$ cat src/rtl/pll_phase_step_responder_if.sv
// Phase-shift handshake between a controller and the PLL-side responder.
// Ports: phase_en, updn, cntsel (controller->PLL), phase_done (PLL->controller).
interface pll_phase_step_responder_if;
    logic       phase_en;
    logic       updn;
    logic [4:0] cntsel;
    logic       phase_done;

    modport master (
        output phase_en,
        output updn,
        output cntsel,
        input  phase_done
    );

    modport slave (
        input  phase_en,
        input  updn,
        input  cntsel,
        output phase_done
    );
endinterface

$ cat src/rtl/pll_phase_step_responder.sv
// PLL dynamic phase-shift responder: answers phase_en/updn/cntsel with
// phase_done like the fractional PLL and tracks per-counter phase offsets.
// Ports: scanclk, rst_n (async low), locked, ps (slave handshake),
//        phase_offset (packed C0..Cn-1), busy, shift_count (saturating), err.
module pll_phase_step_responder #(
    parameter int NUM_COUNTERS = 3,
    parameter int PHASE_STEPS  = 8,
    parameter int PHASE_W      = 3,
    parameter int SHIFT_CYCLES = 4,
    parameter int MIN_EN       = 2
) (
    input  logic                            scanclk,
    input  logic                            rst_n,
    input  logic                            locked,
    pll_phase_step_responder_if.slave       ps,
    output logic [NUM_COUNTERS*PHASE_W-1:0] phase_offset,
    output logic                            busy,
    output logic [15:0]                     shift_count,
    output logic                            err
);

    localparam int OW = NUM_COUNTERS * PHASE_W;
    localparam int EW = $clog2(MIN_EN + 1);
    localparam int SW = (SHIFT_CYCLES > 1) ? $clog2(SHIFT_CYCLES) : 1;

    localparam logic [EW-1:0]      EN_MIN  = EW'(MIN_EN);
    localparam logic [EW-1:0]      EN_ONE  = EW'(1);
    localparam logic [SW-1:0]      SH_LAST = SW'(SHIFT_CYCLES - 1);
    localparam logic [PHASE_W-1:0] PS_MAX  = PHASE_W'(PHASE_STEPS - 1);
    localparam logic [4:0]         SEL_ALL = 5'h1F;
    localparam logic [4:0]         SEL_NC  = 5'(NUM_COUNTERS);

    typedef enum logic [1:0] {
        IDLE,
        ARMED,
        SHIFT,
        ACK
    } state_t;

    state_t        state_q, state_d;
    logic [EW-1:0] en_cnt_q, en_cnt_d;
    logic [SW-1:0] sh_cnt_q, sh_cnt_d;
    logic [4:0]    cntsel_q, cntsel_d;
    logic          updn_q, updn_d;
    logic [OW-1:0] offset_q, offset_d;
    logic          done_q, done_d;
    logic          busy_q, busy_d;
    logic [15:0]   count_q, count_d;
    logic          err_q, err_d;
    logic          locked_q;

    logic [EW-1:0] en_inc;
    logic          sel_all;
    logic          sel_ok;

    // Offsets wrap modulo PHASE_STEPS, which need not be a power of two.
    function automatic logic [PHASE_W-1:0] step_off(
        input logic [PHASE_W-1:0] v,
        input logic               up
    );
        if (up) begin
            return (v == PS_MAX) ? '0 : v + 1'b1;
        end
        return (v == '0) ? PS_MAX : v - 1'b1;
    endfunction

    assign en_inc  = en_cnt_q + EN_ONE;
    assign sel_all = (cntsel_q == SEL_ALL);
    assign sel_ok  = sel_all || (cntsel_q < SEL_NC);

    always_comb begin
        state_d  = state_q;
        en_cnt_d = en_cnt_q;
        sh_cnt_d = sh_cnt_q;
        cntsel_d = cntsel_q;
        updn_d   = updn_q;
        offset_d = offset_q;
        done_d   = done_q;
        count_d  = count_q;
        err_d    = err_q;

        unique case (state_q)
            IDLE: begin
                if (locked && ps.phase_en) begin
                    cntsel_d = ps.cntsel;
                    updn_d   = ps.updn;
                    en_cnt_d = EN_ONE;
                    sh_cnt_d = '0;
                    if (MIN_EN == 1) begin
                        state_d = SHIFT;
                    end else begin
                        state_d = ARMED;
                    end
                end
            end

            ARMED: begin
                if (!locked) begin
                    state_d = IDLE;
                    err_d   = 1'b1;
                end else if (ps.phase_en) begin
                    en_cnt_d = en_inc;
                    if (en_inc == EN_MIN) begin
                        state_d  = SHIFT;
                        sh_cnt_d = '0;
                    end
                end else begin
                    // Runt pulse: request withdrawn too early.
                    state_d = IDLE;
                    err_d   = 1'b1;
                end
            end

            SHIFT: begin
                if (!locked) begin
                    state_d = IDLE;
                    err_d   = 1'b1;
                end else if (sh_cnt_q == SH_LAST) begin
                    state_d = ACK;
                    done_d  = 1'b0;
                    if (sel_ok) begin
                        for (int k = 0; k < NUM_COUNTERS; k++) begin
                            if (sel_all || (cntsel_q == 5'(k))) begin
                                offset_d[k*PHASE_W +: PHASE_W] =
                                    step_off(offset_q[k*PHASE_W +: PHASE_W],
                                             updn_q);
                            end
                        end
                        if (count_q != 16'hFFFF) begin
                            count_d = count_q + 16'd1;
                        end
                    end else begin
                        // Bad select still completes the handshake.
                        err_d = 1'b1;
                    end
                end else begin
                    sh_cnt_d = sh_cnt_q + 1'b1;
                end
            end

            ACK: begin
                if (!locked) begin
                    state_d = IDLE;
                    done_d  = 1'b1;
                    err_d   = 1'b1;
                end else if (!ps.phase_en) begin
                    state_d = IDLE;
                    done_d  = 1'b1;
                end
            end

            default: begin
                state_d = IDLE;
                done_d  = 1'b1;
            end
        endcase

        // A falling edge of lock wipes every offset regardless of state.
        if (locked_q && !locked) begin
            offset_d = '0;
        end

        busy_d = (state_d != IDLE);
    end

    always_ff @(posedge scanclk or negedge rst_n) begin
        if (!rst_n) begin
            state_q  <= IDLE;
            en_cnt_q <= '0;
            sh_cnt_q <= '0;
            cntsel_q <= '0;
            updn_q   <= 1'b0;
            offset_q <= '0;
            done_q   <= 1'b1;
            busy_q   <= 1'b0;
            count_q  <= '0;
            err_q    <= 1'b0;
            locked_q <= 1'b0;
        end else begin
            state_q  <= state_d;
            en_cnt_q <= en_cnt_d;
            sh_cnt_q <= sh_cnt_d;
            cntsel_q <= cntsel_d;
            updn_q   <= updn_d;
            offset_q <= offset_d;
            done_q   <= done_d;
            busy_q   <= busy_d;
            count_q  <= count_d;
            err_q    <= err_d;
            locked_q <= locked;
        end
    end

    assign ps.phase_done = done_q;
    assign phase_offset  = offset_q;
    assign busy          = busy_q;
    assign shift_count   = count_q;
    assign err           = err_q;

endmodule

$ cat src/flat_wrapper.sv
// flat-port wrapper written by rule: the top's interface ports become plain ports
module pll_phase_step_responder_flat 
#(
    parameter int NUM_COUNTERS = 3,
    parameter int PHASE_STEPS  = 8,
    parameter int PHASE_W      = 3,
    parameter int SHIFT_CYCLES = 4,
    parameter int MIN_EN       = 2
)
  (scanclk, rst_n, locked, phase_offset, busy, shift_count, err, ps_phase_en, ps_updn, ps_cntsel, ps_phase_done);
  pll_phase_step_responder_if ps_i ();
  input  logic scanclk;
  input  logic rst_n;
  input  logic locked;
  output logic [NUM_COUNTERS*PHASE_W-1:0] phase_offset;
  output logic busy;
  output logic [15:0] shift_count;
  output logic err;
  input wire logic [$bits(ps_i.phase_en)-1:0] ps_phase_en;
  input wire logic [$bits(ps_i.updn)-1:0] ps_updn;
  input wire logic [$bits(ps_i.cntsel)-1:0] ps_cntsel;
  output wire logic [$bits(ps_i.phase_done)-1:0] ps_phase_done;
  assign ps_i.phase_en = ps_phase_en;
  assign ps_i.updn = ps_updn;
  assign ps_i.cntsel = ps_cntsel;
  assign ps_phase_done = ps_i.phase_done;
  pll_phase_step_responder #(.NUM_COUNTERS(NUM_COUNTERS), .PHASE_STEPS(PHASE_STEPS), .PHASE_W(PHASE_W), .SHIFT_CYCLES(SHIFT_CYCLES), .MIN_EN(MIN_EN)) u_core (.scanclk(scanclk), .rst_n(rst_n), .locked(locked), .ps(ps_i), .phase_offset(phase_offset), .busy(busy), .shift_count(shift_count), .err(err));
endmodule
$ cat config.mk
export PLATFORM = sky130hd
export DESIGN_NAME = pll_phase_step_responder_flat
export DESIGN_NICKNAME = d
export VERILOG_FILES = /design/src/rtl/pll_phase_step_responder_if.sv /design/src/rtl/pll_phase_step_responder.sv /design/src/flat_wrapper.sv
export SDC_FILE = /design/constraint.sdc
export NUM_CORES = 1
export LEC_CHECK = 0
export ABC_AREA = 1
export CAP_MARGIN = 0
export CORE_MARGIN = 4
export CORE_UTILIZATION = 50
export DETAILED_ROUTE_END_ITERATION = 10
export PLACE_DENSITY_LB_ADDON = 0.08
export SLEW_MARGIN = 25
export SYNTH_ARGS = -nofsm -noshare
export SYNTH_HDL_FRONTEND = slang
export SYNTH_SLANG_ARGS = --single-unit
$ cat constraint.sdc
create_clock -name scanclk -period 1.64 [get_ports scanclk]
set_input_delay 0.41 -clock scanclk [delete_from_list [all_inputs] [get_ports scanclk]]
set_output_delay 0.41 -clock scanclk [all_outputs]
set_load 0.05 [all_outputs]
# Word-level counts from Yosys, hierarchy flattened
# Index checks and enable logic that the tools add are counted.
# word_totals
reg_bits	41
out_inout_bits	28
# op_classes
add_sub_neg	9
n_lt_le_gt_ge	1
n_eq_ne	24
n_mux	66
n_reduce_logical	33
# ops
op	count
$mux W3	15
$mux W9	5
$mux W2	17
$reduce_and A5 Y1	5
$mux W1	24
$reduce_bool A2 Y1	10
$add A16 B1 Y16 const B	1
$ne A16 B16 Y1 const B	1
$ne A2 B2 Y1 const B	5
$add A3 B1 Y3 const B	3
$eq A3 B3 Y1 const B	3
$logic_not A3 Y1	3
$ne A3 B3 Y1 const B	3
$sub A3 B1 Y3 const B	3
$eq A2 B2 Y1 const B	4
$pmux W2 S4	1
$reduce_and A4 Y1	2
$reduce_and A7 Y1	1
$ne A2 B1 Y1 const B	3
$pmux W2 S3	1
$reduce_bool A3 Y1	2
$eq A5 B1 Y1 const B	1
$eq A5 B2 Y1 const B	1
$eq A5 B5 Y1 const B	1
13 further kinds	18

# Longest topological paths before layout
# logic_depth
depth_word	14
mapped_depth	10

# Worst setup path after synthesis
# OpenSTA, ideal clock, no wires.
# synth_path
kind	reg2reg
startpoint	reg u_core.count_q[1], in the netlist u_core.shift_count[1]
endpoint	reg u_core.count_q[5], in the netlist u_core.shift_count[5]
setup_ns	0.118
arrival_ns	1.640
slack_ns	-0.118
path_stages_with_launch	10
path_buffers	1
synth_period_minus_slack_ns	1.758
path_cell_list	dfrtp_1 ha_1 nand3_1 inv_2 nand3_2 nor2_4 nor2_4 buf_6 nand2_1 nand2_1
# synth_via
elab_chain_cells	2
word_cells_on_any_way	3
# synth_lines
item	line_no	source
from (decl)	pll_phase_step_responder.sv:48	logic [15:0] count_q, count_d;
from (signal assigned)	pll_phase_step_responder.sv:188	count_q <= count_d;
parallel branches: the longest is 2 deep, another holds $add A16 B1 Y16	n/a	
# Parallel ways; which one is timed is not known.
# A chain may end at the register's enable or synchronous reset.

# Final worst setup path
# layout_path
startpoint	reg u_core.state_q[0]
endpoint	reg u_core.sh_cnt_q[0]
# layout_via
elab_chain_cells	3
word_cells_on_any_way	12
# layout_lines
item	line_no	source
from (decl)	pll_phase_step_responder.sv:40	state_t state_q, state_d;
from (signal assigned)	pll_phase_step_responder.sv:180	state_q <= state_d;
$eq A2 B2 Y1, or another cell as far along	pll_phase_step_responder.sv:82	unique case (state_q)
$ne A2 B2 Y1 (no line), or another cell as far along	n/a	
$reduce_and A7 Y1 (no line)	n/a	
to (signal assigned)	pll_phase_step_responder.sv:182	sh_cnt_q <= sh_cnt_d;
to (decl)	pll_phase_step_responder.sv:42	logic [SW-1:0] sh_cnt_q, sh_cnt_d;
# Several ways; a longest one is shown, not always the timed one.

==> reports/qor.yml <==
synthesis:
  synth_top_cell_area_share: 0.374
  synth_ff_type: "dfrtp_1"
  yosysMostFrequentCell: "nand2_1"
  synth_edf_count: 0
  synth_area_leaders: "dfrtp_1 37%, nand2_1 18%, ha_1 9.4%"
  yosysWarningCount: 0
  ys_types: 28
  synth_cells: 362
  synth_common_cells: "127 x nand2_1, 40 x dfrtp_1, 37 x inv_1"
  avgSynthCellArea_sq_um: 7.39
  yosysSeqAreaShare: 0.384
  async_flop_share: 1.00
  synth.cell_area_sq_um: 2680
  ys_seq_elements: 41
  synth_nets: 392
  yosys.area.top_type: "dfrtp_1"
worst_setup_path:
  end_kind: "flip-flop"
  path_cells: "buf_4 -> ha_1 -> or2_2 -> o21ai_2 -> nand3_2 -> nand2_1 -> o21ai_0"
  worst-setup-path-type: "reg -> reg"
  crit_path_top_delay_cell: "dfrtp_1"
  crit_end: "u_core.sh_cnt_q[0]$_DFFE_PN0P_"
  r2r_cells: 7
  critPathTopFamily: "simple AND/OR/NAND/NOR gates"
  slowest_delay_ns: 0.39
  crit_arrival_ns: 1.75
  r2r-start: "u_core.state_q[0]$_DFF_PN0_"
  cp.depth: 7
  critPathLaunchType: "flip-flop"
  cp_max_fo: 4
  ff2ff_setup_slack_ns: 0.07
  r2r_end: "u_core.sh_cnt_q[0]$_DFFE_PN0P_"
  path_buf_inv: 1
  crit_start: "u_core.state_q[0]$_DFF_PN0_"
  crit_required_ns: 1.82
routing:
  dr.first_iter.drc_count: 117
  post-route-drc-count: 0
  wire_per_inst_um: 11.9
  dr.pass1.iters: 7
  antenna_left: 0
  routed_wirelength_mm: 5.89
  viasPerCell: 5.03
  vias: 2493
timing:
  worstMarginPinSlew_ns: 0.374
  slew_headroom: 0.750
  final-max-slew-violation-count: 0
  post-route-period-util: 0.957
  hold_violations: 0
  max_freq_mhz: 637
  setup-violations-final: 0
  tns_ns: 0
  post-route-min-period_ns: 1.57
  finClkSkew_ns: 0.00656
pwr:
  switching_share: 0.433
  switching_power_mw: 2.17
  finalPower_mw: 5.01
  ir_worst_vdd_uv: 1020
  p_int_mw: 2.84
  p_leak_nw: 1.85
  power_per_cell_area_nw_per_um2: 1360
  clock_power_share: 0.133
  power_frac_seq: 0.322
  comb_power_share: 0.545
clock_tree:
  clockBufferDepth: 2
  cts_tree: "built"
  cts_made_buffers: 5
  clock_latency_ns: 0.29
  cts_max_level: 2
  path_clk_slew_ns: 0.08
  clkSinkCount: 41
  hold_buffers: 0
  root_buffer: "clkbuf_8"
layout:
  seqCellArea_sq_um: 1030
  diodes: 0
  drive_gt1_frac: 0.209
  fill_cells: 434
  stdcell_count: 496
  postLayoutCellArea_sq_um: 3700
  layout.nets: 456
  area_growth_syn_to_layout_pct: 38.1
  multi_input_area_sq_um: 1500
placed_design:
  io_buffers: 37
  dpl_cell_area_sq_um: 3580
  hpwl_mm: 4.61
  dp_cells: 488
  place.gp.congestion: 0.800
die:
  rows: 26
  fp.dieH_um: 81.2
  start_util: 0.521
  die_w_um: 81.2
  die_area_sq_um: 6590
  core_sq_um: 5140
  ios: 38
run_status:
  status: "finished, final reports clean"
grt:
  groute.usage.overall: 0.196
  grt_remaining_overflow: 0
  grt_max_degree: 42
  grt_pass1_vias: 2283
  antenna_found_initial: 0
  grt_pass1_wl_mm: 10.1
run:
  cap_violations: 0
worst_hold_path:
  holdCritPathClass: "in -> async"
==> registers in the layout (all words and copies together) (netlist names) <==
register,cells
u_core.en_cnt_q,2
u_core.updn_q,1
u_core.err,1
u_core.shift_count,16
u_core.state_q,2
u_core.busy,1
u_core.cntsel_q,5
u_core.ps.phase_done,1
u_core.sh_cnt_q,2
u_core.locked_q,1
u_core.phase_offset,9
==> cells in the final DEF (no fill, tap or decap), types with 4 or more instances in the layout <==
| cell | count |
|---|---|
| dfrtp_1 | 38 |
| o211ai_1 | 4 |
| inv_1 | 36 |
| o21ai_0 | 12 |
| xnor2_1 | 4 |
| nand3_1 | 26 |
| a21oi_1 | 10 |
| nand2_1 | 127 |
| buf_4 | 22 |
| nor2_4 | 4 |
| buf_12 | 30 |
| nor2_1 | 33 |
| or2_2 | 4 |
| xor2_1 | 6 |
| clkdlybuf4s50_1 | 8 |
| nand4_1 | 6 |
| clkbuf_8 | 6 |
| ha_1 | 19 |
==> final cells by class <==
type	instances	area share
timing repair buffer	61	0.230
sequential	41	0.279
multi-input combinational	278	0.405
clock buffer	7	0.0234
inverter	39	0.0396
tap	70	0.0237
==> metrics by stage <==
| step | util | setup WS, ns | hold slack, ns |
|---|---|---|---|
| 6_report | 0.719 | 0.0706 | 0.0695 |
| 5_1_grt | 0.719 | -0.0154 | 0.0862 |
| 4_1_cts | 0.714 | 0.0337 | 0.0784 |
| 3_5_place_dp | 0.696 | -0.226 | 0.399 |
| 3_3_place_gp | 0.696 | -0.166 | 0.397 |
| 2_1_floorplan | - | 0.0142 | 0.114 |
==> worst min-delay path by stage <==
stage	from	to	slack, ns	cells past startpoint
floorplan	rst_n	u_core.busy$_DFF_PN0_	0.11	0
detailed placement	rst_n	u_core.busy$_DFF_PN0_	0.40	2
global placement	rst_n	u_core.busy$_DFF_PN0_	0.40	2
CTS	rst_n	u_core.busy$_DFF_PN0_	0.08	2
finish	rst_n	u_core.busy$_DFF_PN0_	0.07	2
global route	rst_n	u_core.busy$_DFF_PN0_	0.09	2
==> what timing repair did <==
| action | CTS | global route |
|---|---|---|
| endpoints found under the hold margin | 0 | 0 |
| setup buffers | 0 | 1 |
| setup endpoints to repair | 3 | 13 |
| gates resized for setup | 2 | 7 |
| pin swaps | 0 | 1 |
==> power by group through the flow <==
stage | Clock [mW] | Sequential, mW | Combinational [mW]
after global routing | 0.735 | 1.67 | 3.02
after detailed placement | 0 | 1.64 | 2.68
final | 0.667 | 1.61 | 2.73
after global placement | 0 | 1.62 | 2.60
after floorplan | 0 | 1.98 | 1.26
after CTS | 0.687 | 1.61 | 2.70
==> kinds of logic after synthesis <==
| family | synth area share |
|---|---|
| compound gates | 0.0608 |
| xor+xnor | 0.0327 |
| fa+ha+maj | 0.0935 |
| buf+inv | 0.0673 |
| flops | 0.384 |
| mux | 0.0126 |
| simple gates | 0.349 |
==> worst register-to-register path: cells and delay by family (launching register included) <==
kind	cells	cell delay, ns
and+or+nand+nor	3	0.52
DFF	1	0.39
adders and majority gates	1	0.21
AOI/OAI and AO/OA	2	0.20
buffers and inverters	1	0.14
==> layer usage <==
layer | part of all wire | up-vias | GRT usage
li1 | - | 1282 | -
met1 | 0.48 | 1155 | 0.264
met2 | 0.47 | 49 | 0.328
met3 | 0.038 | 7 | 0.0344
met4 | 0.011 | 0 | 0.0507
met5 | 0 | - | 0
(Power assumes the default switching activity.)
